$ cat src/rtl/uop_test_pkg.sv
// Shared types for the minterm self-test sequencer.
package uop_test_pkg;

  typedef enum logic [1:0] {
    StIdle  = 2'd0,
    StWait  = 2'd1,
    StCheck = 2'd2,
    StFin   = 2'd3
  } seq_state_e;

endpackage

$ cat src/rtl/uop_minterm_sequencer.sv
// Walks every input minterm onto a small combinational DUT, waits a settle time, checks the
// sampled output against a truth table and reports pass/fail, error count and first failure.
module uop_minterm_sequencer
  import uop_test_pkg::*;
#(
  parameter int unsigned        N_IN   = 2,
  parameter logic [2**N_IN-1:0] TRUTH  = 4'b1001,
  parameter int unsigned        SETTLE = 2,
  parameter int unsigned        ERR_W  = 3
) (
  input  logic             clk,
  input  logic             reset,
  input  logic             start,
  output logic [N_IN-1:0]  dut_in,
  input  logic             dut_out,
  output logic             busy,
  output logic             done,
  output logic             pass,
  output logic [ERR_W-1:0] err_count,
  output logic             fail_valid,
  output logic [N_IN-1:0]  fail_mt
);

  localparam int unsigned       NumMt   = 2 ** N_IN;
  localparam int unsigned       CntW    = (SETTLE > 1) ? $clog2(SETTLE) : 1;
  localparam logic [CntW-1:0]   CntLast = CntW'(SETTLE - 1);
  localparam logic [N_IN-1:0]   MtLast  = N_IN'(NumMt - 1);
  localparam logic [ERR_W-1:0]  ErrMax  = '1;

  seq_state_e       state_q, state_d;
  logic [N_IN-1:0]  mt_q, mt_d;
  logic [CntW-1:0]  cnt_q, cnt_d;
  logic             busy_q, busy_d;
  logic             done_q, done_d;
  logic             pass_q, pass_d;
  logic [ERR_W-1:0] err_q, err_d;
  logic             fv_q, fv_d;
  logic [N_IN-1:0]  fmt_q, fmt_d;
  logic             mismatch;

  // dut_out is combinational from dut_in, which only changes on the sample edge.
  assign mismatch = (dut_out != TRUTH[mt_q]);

  always_comb begin
    state_d = state_q;
    mt_d    = mt_q;
    cnt_d   = cnt_q;
    busy_d  = busy_q;
    done_d  = done_q;
    pass_d  = pass_q;
    err_d   = err_q;
    fv_d    = fv_q;
    fmt_d   = fmt_q;

    case (state_q)
      StIdle, StFin: begin
        if (start) begin
          state_d = StWait;
          mt_d    = '0;
          cnt_d   = '0;
          busy_d  = 1'b1;
          done_d  = 1'b0;
          pass_d  = 1'b0;
          err_d   = '0;
          fv_d    = 1'b0;
          fmt_d   = '0;
        end
      end
      StWait: begin
        if (cnt_q == CntLast) begin
          cnt_d   = '0;
          state_d = StCheck;
        end else begin
          cnt_d = cnt_q + 1'b1;
        end
      end
      StCheck: begin
        if (mismatch) begin
          if (err_q != ErrMax) begin
            err_d = err_q + 1'b1;
          end
          if (!fv_q) begin
            fv_d  = 1'b1;
            fmt_d = mt_q;
          end
        end
        if (mt_q == MtLast) begin
          state_d = StFin;
          busy_d  = 1'b0;
          done_d  = 1'b1;
          pass_d  = (err_d == '0);
        end else begin
          mt_d    = mt_q + 1'b1;
          state_d = StWait;
        end
      end
      default: state_d = StIdle;
    endcase
  end

  always_ff @(posedge clk or posedge reset) begin
    if (reset) begin
      state_q <= StIdle;
      mt_q    <= '0;
      cnt_q   <= '0;
      busy_q  <= 1'b0;
      done_q  <= 1'b0;
      pass_q  <= 1'b0;
      err_q   <= '0;
      fv_q    <= 1'b0;
      fmt_q   <= '0;
    end else begin
      state_q <= state_d;
      mt_q    <= mt_d;
      cnt_q   <= cnt_d;
      busy_q  <= busy_d;
      done_q  <= done_d;
      pass_q  <= pass_d;
      err_q   <= err_d;
      fv_q    <= fv_d;
      fmt_q   <= fmt_d;
    end
  end

  assign dut_in     = mt_q;
  assign busy       = busy_q;
  assign done       = done_q;
  assign pass       = pass_q;
  assign err_count  = err_q;
  assign fail_valid = fv_q;
  assign fail_mt    = fmt_q;

endmodule

$ cat config.mk
export PLATFORM = sky130hd
export DESIGN_NAME = uop_minterm_sequencer
export DESIGN_NICKNAME = d
export VERILOG_FILES = /design/src/rtl/uop_test_pkg.sv /design/src/rtl/uop_minterm_sequencer.sv
export SDC_FILE = /design/constraint.sdc
export NUM_CORES = 1
export LEC_CHECK = 0
export CORE_AREA = 8 8 49 51
export CTS_CLUSTER_SIZE = 10
export DETAILED_ROUTE_END_ITERATION = 7
export DIE_AREA = 0 0 57 59
export DONT_BUFFER_PORTS = 1
export RECOVER_POWER = 25
export SLEW_MARGIN = 20
export SYNTH_ARGS = -nofsm -noshare
export SYNTH_HDL_FRONTEND = slang
export SYNTH_SLANG_ARGS = --single-unit
$ cat constraint.sdc
create_clock -name clk -period 3.45 [get_ports clk]
set_input_delay 0.69 -clock clk [delete_from_list [all_inputs] [get_ports clk]]
set_output_delay 0.69 -clock clk [all_outputs]
set_load 0.005 [all_outputs]
== After elaboration in Yosys (flattened, before gate mapping) ==
Cells that the tools add are included.

* Bits in registers: 14
* Input port bits: 4
* Output and inout bits: 11
* Word-level logic and storage cells: 66

* Add/sub/neg operators: 3
* $lt $le $gt $ge: 1
* Eq/ne operators: 12
* Muxes and demuxes: 29
* Reduce and logical (&&, ||, !) cells: 12

{| class="wikitable"
|+ Operators by type and width
! kind !! count
|-
| 2-bit two-way mux || 7
|-
| 3-bit two-way mux || 4
|-
| 2-bit != test (second input constant) || 6
|-
| 1-bit one-hot mux with 2 select lines || 5
|-
| 3-bit AND reduction || 3
|-
| 1-bit two-way mux || 8
|-
| 2-bit one-hot mux with 2 select lines || 2
|-
| 2-bit equality test (second input constant) || 3
|-
| 2-bit one-hot mux with 3 select lines || 1
|-
| 3-bit one-hot mux with 2 select lines || 1
|-
| 2-bit AND reduction || 3
|-
| 4-bit AND reduction || 1
|-
| 2-bit nonzero test || 2
|-
| 3-bit by 1-bit adder with 3-bit output (second input constant) || 1
|-
| 3-bit zero test || 1
|-
| 2-bit by 3-bit less-than comparator with 1-bit output (second input constant) || 1
|-
| 3-bit != test (second input constant) || 1
|-
| 2-bit by 1-bit adder with 2-bit output (second input constant) || 1
|-
| 1-bit binary-select mux with 2-bit select || 1
|-
| 2-bit by 1-bit equality test with 1-bit output (second input constant) || 1
|-
| 2-bit zero test || 1
|-
| 2-bit OR reduction || 1
|-
| 1-bit adder (second input constant) || 1
|-
| 1-bit != test || 1
|}

== Depth between registers and ports, before layout ==
* Depth after elaboration: 8
* Mapped depth: 7
* Mapped depth without buffers: 6

== Worst setup path after synthesis ==
OpenSTA, ideal clock, no wires.

* Path kind: flip-flop to flip-flop
* Start point: reg mt_q[0] (netlist: dut_in[0])
* End point: reg err_q[0] (netlist: err_count[0])
* Data arrival time: 1.577 ns
* Data required time: 3.329 ns
* Library setup time: 0.121 ns
* Stages on the path, launching flop included: 6
* Clock period less this slack: 1.698 ns
* Buffers on the path: 0
* Setup slack: 1.752 ns
* Cells stage by stage: dfrtp_1 ha_1 xor2_1 a21oi_2 mux2_4 a22o_1

* Longest elaborated chain between the ends: 6

{| class="wikitable"
|+ RTL lines
! element !! RTL line !! source
|-
| start: declaration || uop_minterm_sequencer.sv:31 || <nowiki>logic [N_IN-1:0] mt_q, mt_d;</nowiki>
|-
| start signal: assignment || uop_minterm_sequencer.sv:114 || <nowiki>mt_q <= mt_d;</nowiki>
|-
| 1-bit binary-select mux with 2-bit select || uop_minterm_sequencer.sv:42 || <nowiki>assign mismatch = (dut_out != TRUTH[mt_q]);</nowiki>
|-
| 1-bit two-way mux (implied by the code) || uop_minterm_sequencer.sv:42 ||
|-
| 1-bit != test || uop_minterm_sequencer.sv:42 ||
|-
| 3-bit two-way mux || uop_minterm_sequencer.sv:78 || <nowiki>if (mismatch) begin</nowiki>
|-
| 3-bit two-way mux || uop_minterm_sequencer.sv:55 || <nowiki>case (state_q)</nowiki>
|-
| 3-bit one-hot mux with 2 select lines || uop_minterm_sequencer.sv:55 ||
|-
| end signal: assignment || uop_minterm_sequencer.sv:119 || <nowiki>err_q <= err_d;</nowiki>
|-
| end: declaration || uop_minterm_sequencer.sv:36 || <nowiki>logic [ERR_W-1:0] err_q, err_d;</nowiki>
|}

Every way passes these cells. The select of a mux whose other input is x is not followed.
A chain may end at the register's enable or synchronous reset.

== Worst setup path after layout ==
* Start point: reg state_q[0]
* End point: reg fmt_q[0] (netlist: fail_mt[0])

* Longest elaborated chain between the ends: 4
* Elaborated cells on any way between the ends: 10
* Those cells by class: eq/ne (5); mux (1); reduce/logical (4)

{| class="wikitable"
|+ RTL lines
! element !! RTL line !! source
|-
| start: declaration || uop_minterm_sequencer.sv:30 || <nowiki>seq_state_e state_q, state_d;</nowiki>
|-
| start signal: assignment || uop_minterm_sequencer.sv:103 || <nowiki>state_q <= StIdle;</nowiki>
|-
| start signal: assignment || uop_minterm_sequencer.sv:113 || <nowiki>state_q <= state_d;</nowiki>
|-
| 2-bit equality test / 2-bit zero test (equally long branches) || uop_minterm_sequencer.sv:55 ||
|-
| 2-bit OR reduction || uop_minterm_sequencer.sv:55 ||
|-
| 2-bit != test (no source line) / 2-bit nonzero test (equally long branches) || - ||
|-
| 4-bit AND reduction (no source line) || - ||
|-
| end signal: assignment || uop_minterm_sequencer.sv:121 || <nowiki>fmt_q <= fmt_d;</nowiki>
|-
| end: declaration || uop_minterm_sequencer.sv:38 || <nowiki>logic [N_IN-1:0] fmt_q, fmt_d;</nowiki>
|}

Several ways; a longest one is shown, not always the timed one.

==> metrics.md <==
| Metric | Value |
|---|---|
| Worst Hold Class | `primary input to asynchronous set/reset pin` |
| CTS Hold Bufs | `0` |
| Final Cell Area | `842 µm²` |
| Final core occ | `0.510` |
| Post-CTS Resized | `0` |
| Syn. warnings | `0` |
| Worst VDD drop | `0.341 mV` |
| Clock Latency Late Sink | `280 ps` |
| Status | `completed` |
| P_int | `378 µW` |
| Layout Skew | `0.814 ps` |
| Synth unique cells | `30` |
| Sequential power share | `0.369` |
| Num rows | `15` |
| Top-count cell post-synth | `dfrtp_1` |
| Area Growth Syn to Fin | `5.82%` |
| Post-route setup TNS | `0 ps` |
| Final Routed Wirelength | `1.62 mm` |
| Initial antenna violation count | `0` |
| H-tree Lvls | `1` |
| Vias per cell | `5.82` |
| CTS tree | `yes` |
| Leak Pwr | `0.385 nW` |
| FF-to-FF setup slack | `1620 ps` |
| Sw frac | `0.416` |
| Avg WL per Cell | `15.2 µm` |
| Critical Path AT | `2050 ps` |
| Critical-path maximum fanout | `9` |
| Setup violations, final | `0` |
| Layout Cells excl Fill | `106` |
| Largest net degree at the start of global routing | `17` |
| Sequential area share after synthesis | `0.440` |
| Top post-synthesis cells by area | `dfrtp_1, ha_1, a21oi_1` |
| Final worst slack | `1620 ps` |
| Post-synth top area cell | `dfrtp_1` |
| Period minus WS final | `1830 ps` |
| DPL Wire Length | `1.19 mm` |
| 1st-iter DRT viols | `5` |
| First-pass GRT wire length | `2.80 mm` |
| Period utilization | `0.532` |
| Psw | `269 µW` |
| DP Cell Count | `102` |
| Clk sinks | `14` |
| Max Freq | `545 MHz` |
| # DRC | `0` |
| Setup Buffers After CTS | `0` |
| Post-Synth XOR/XNOR Area | `0.0220` |
| Synth top area share | `0.440` |
| Normalized max-slew margin | `0.620` |
| RSZ-0062 raised after global routing | `false` |
| Fin Hold WS | `337 ps` |
| Yosys reg bits | `14` |
| Die height | `59 µm` |
| Max Cap Viol | `0` |
| WP data required | `3670 ps` |
| Clock buffer depth | `2` |
| EDFF count, synth | `0` |
| Mapped Avg Cell Area | `9.15 µm²` |
| Synth Area in Compound Gates | `0.197` |
| GPL Wtd Cong | `0.812` |
| Largest family of logic cells by synthesized area | `compound AO/OA/AOI/OAI gates` |
| Synth Area in Adders | `0.0786` |
| Simple-gate portion of the synthesized area | `0.193` |
| Vias in the first global route | `580` |
| Layout cells sized above 1 | `0.0899` |
| Pwr/cell area | `769 nW/µm²` |
| Total core area | `1650 µm²` |
| Gate power share | `0.449` |
| Netlist area before placement | `796 µm²` |
| Most frequent cells after synthesis | `dfrtp_1, nand2_1, a21oi_1, nor2_1, o21ai_0` |
| Fraction of registers with async set/reset | `1.00` |
| Slew @ Worst Pin | `569 ps` |
| Full die area | `3360 µm²` |
| Clock network fraction of total power | `0.182` |
| GRT Total Usage | `0.103` |
| Antenna Violating Nets Remaining | `0` |
| Die width | `57 µm` |
| IO Port Bufs | `0` |
| Layout net count | `99` |
| Slew Viols, Final | `0` |
| Pre-CTS setup slack | `1620 ps` |
| Ports | `15` |
| Initial Utilization | `0.482` |
| Mux share of post-synthesis cell area | `0.0314` |
| CTS buffer count | `3` |
| Synth Instances | `87` |
| Syn nets | `96` |
| WS Path Type | `register to register` |
| Reg clk slew, reported paths | `80 ps` |
| Drt pass-1 iters | `2` |
| Diodes inserted | `0` |
| Clk Tree Root Cell | `clkbuf_4` |
| Placed inst area | `806 µm²` |
| Setup crit end kind | `register` |
| Synth Flop Type | `dfrtp_1` |
| Final hold vios | `0` |
| Grt ovf | `0` |
| Pwr Total | `647 µW` |
| Via count | `617` |
| Crit path launch type | `register` |
final timing paths:
path                            start    endpoint  cells after the start
max                        state_q[0]  fail_mt[0]                      6
min                             reset  fail_mt[1]                      1
max reg2reg                state_q[0]  fail_mt[0]                      6
min reg2reg                     cnt_q       cnt_q                      1
max in group asynchronous       reset       cnt_q                      1
min in group clk                cnt_q       cnt_q                      1
critical path, cell delays in order (launching register included):
cell and delay [ps]:
dfrtp_1 410, inv_1 60, ha_1 400, nand2b_1 260, o21ai_2 170, or3_1 400
nand3_1 80
state kept, by name, summed over array words and instances, names as in the netlist:
signal,cells
fail_valid,1
fail_mt,2
cnt_q,1
dut_in,2
state_q,2
err_count,3
busy,1
pass,1
done,1
logic make-up after synthesis:
group,count (synthesis)
XOR/XNOR,2
multiplexers,2
buffers and inverters,7
flip-flops,14
AO/OA/AOI/OAI,25
AND/OR/NAND/NOR,32
adder cells (fa/ha/maj),5
placed cells by master, fill, tap and decap left out, types with 2 or more instances in the layout:
master	count
ha_1	5
dfrtp_1	14
nand2b_1	2
nand3_1	4
nor2_1	8
nand2_1	10
nand3b_1	2
a21oi_1	8
clkbuf_4	3
o21ai_0	8
a22o_1	2
inv_1	5
routing by layer:
layer  global-route usage  vias to the layer above  share of wire  routed length, µm
met5                    0                        -              0                  0
met1                0.133                      288           0.48                774
li1                     -                      313              -                  -
met4               0.0403                        0          0.018                 29
met3               0.0472                        4          0.091                147
met2                0.146                       12           0.41                664
power groups by stage:
stage / registers, mW / logic [mW] / clock network (mW)
floorplan: 0.231 / 0.250 / 0
global placement: 0.242 / 0.290 / 0
detailed placement: 0.244 / 0.292 / 0
CTS: 0.240 / 0.293 / 0.122
global route: 0.249 / 0.335 / 0.131
finish: 0.239 / 0.290 / 0.118
cell type report:
cell class,instances,area (µm²)
clock buffers,4,36.3
fillers,156,810
well taps,17,21.3
inverters,5,18.8
multi-input cells,66,415
flip-flops and latches,14,350
Note: power is estimated with default switching activity, not from simulation.
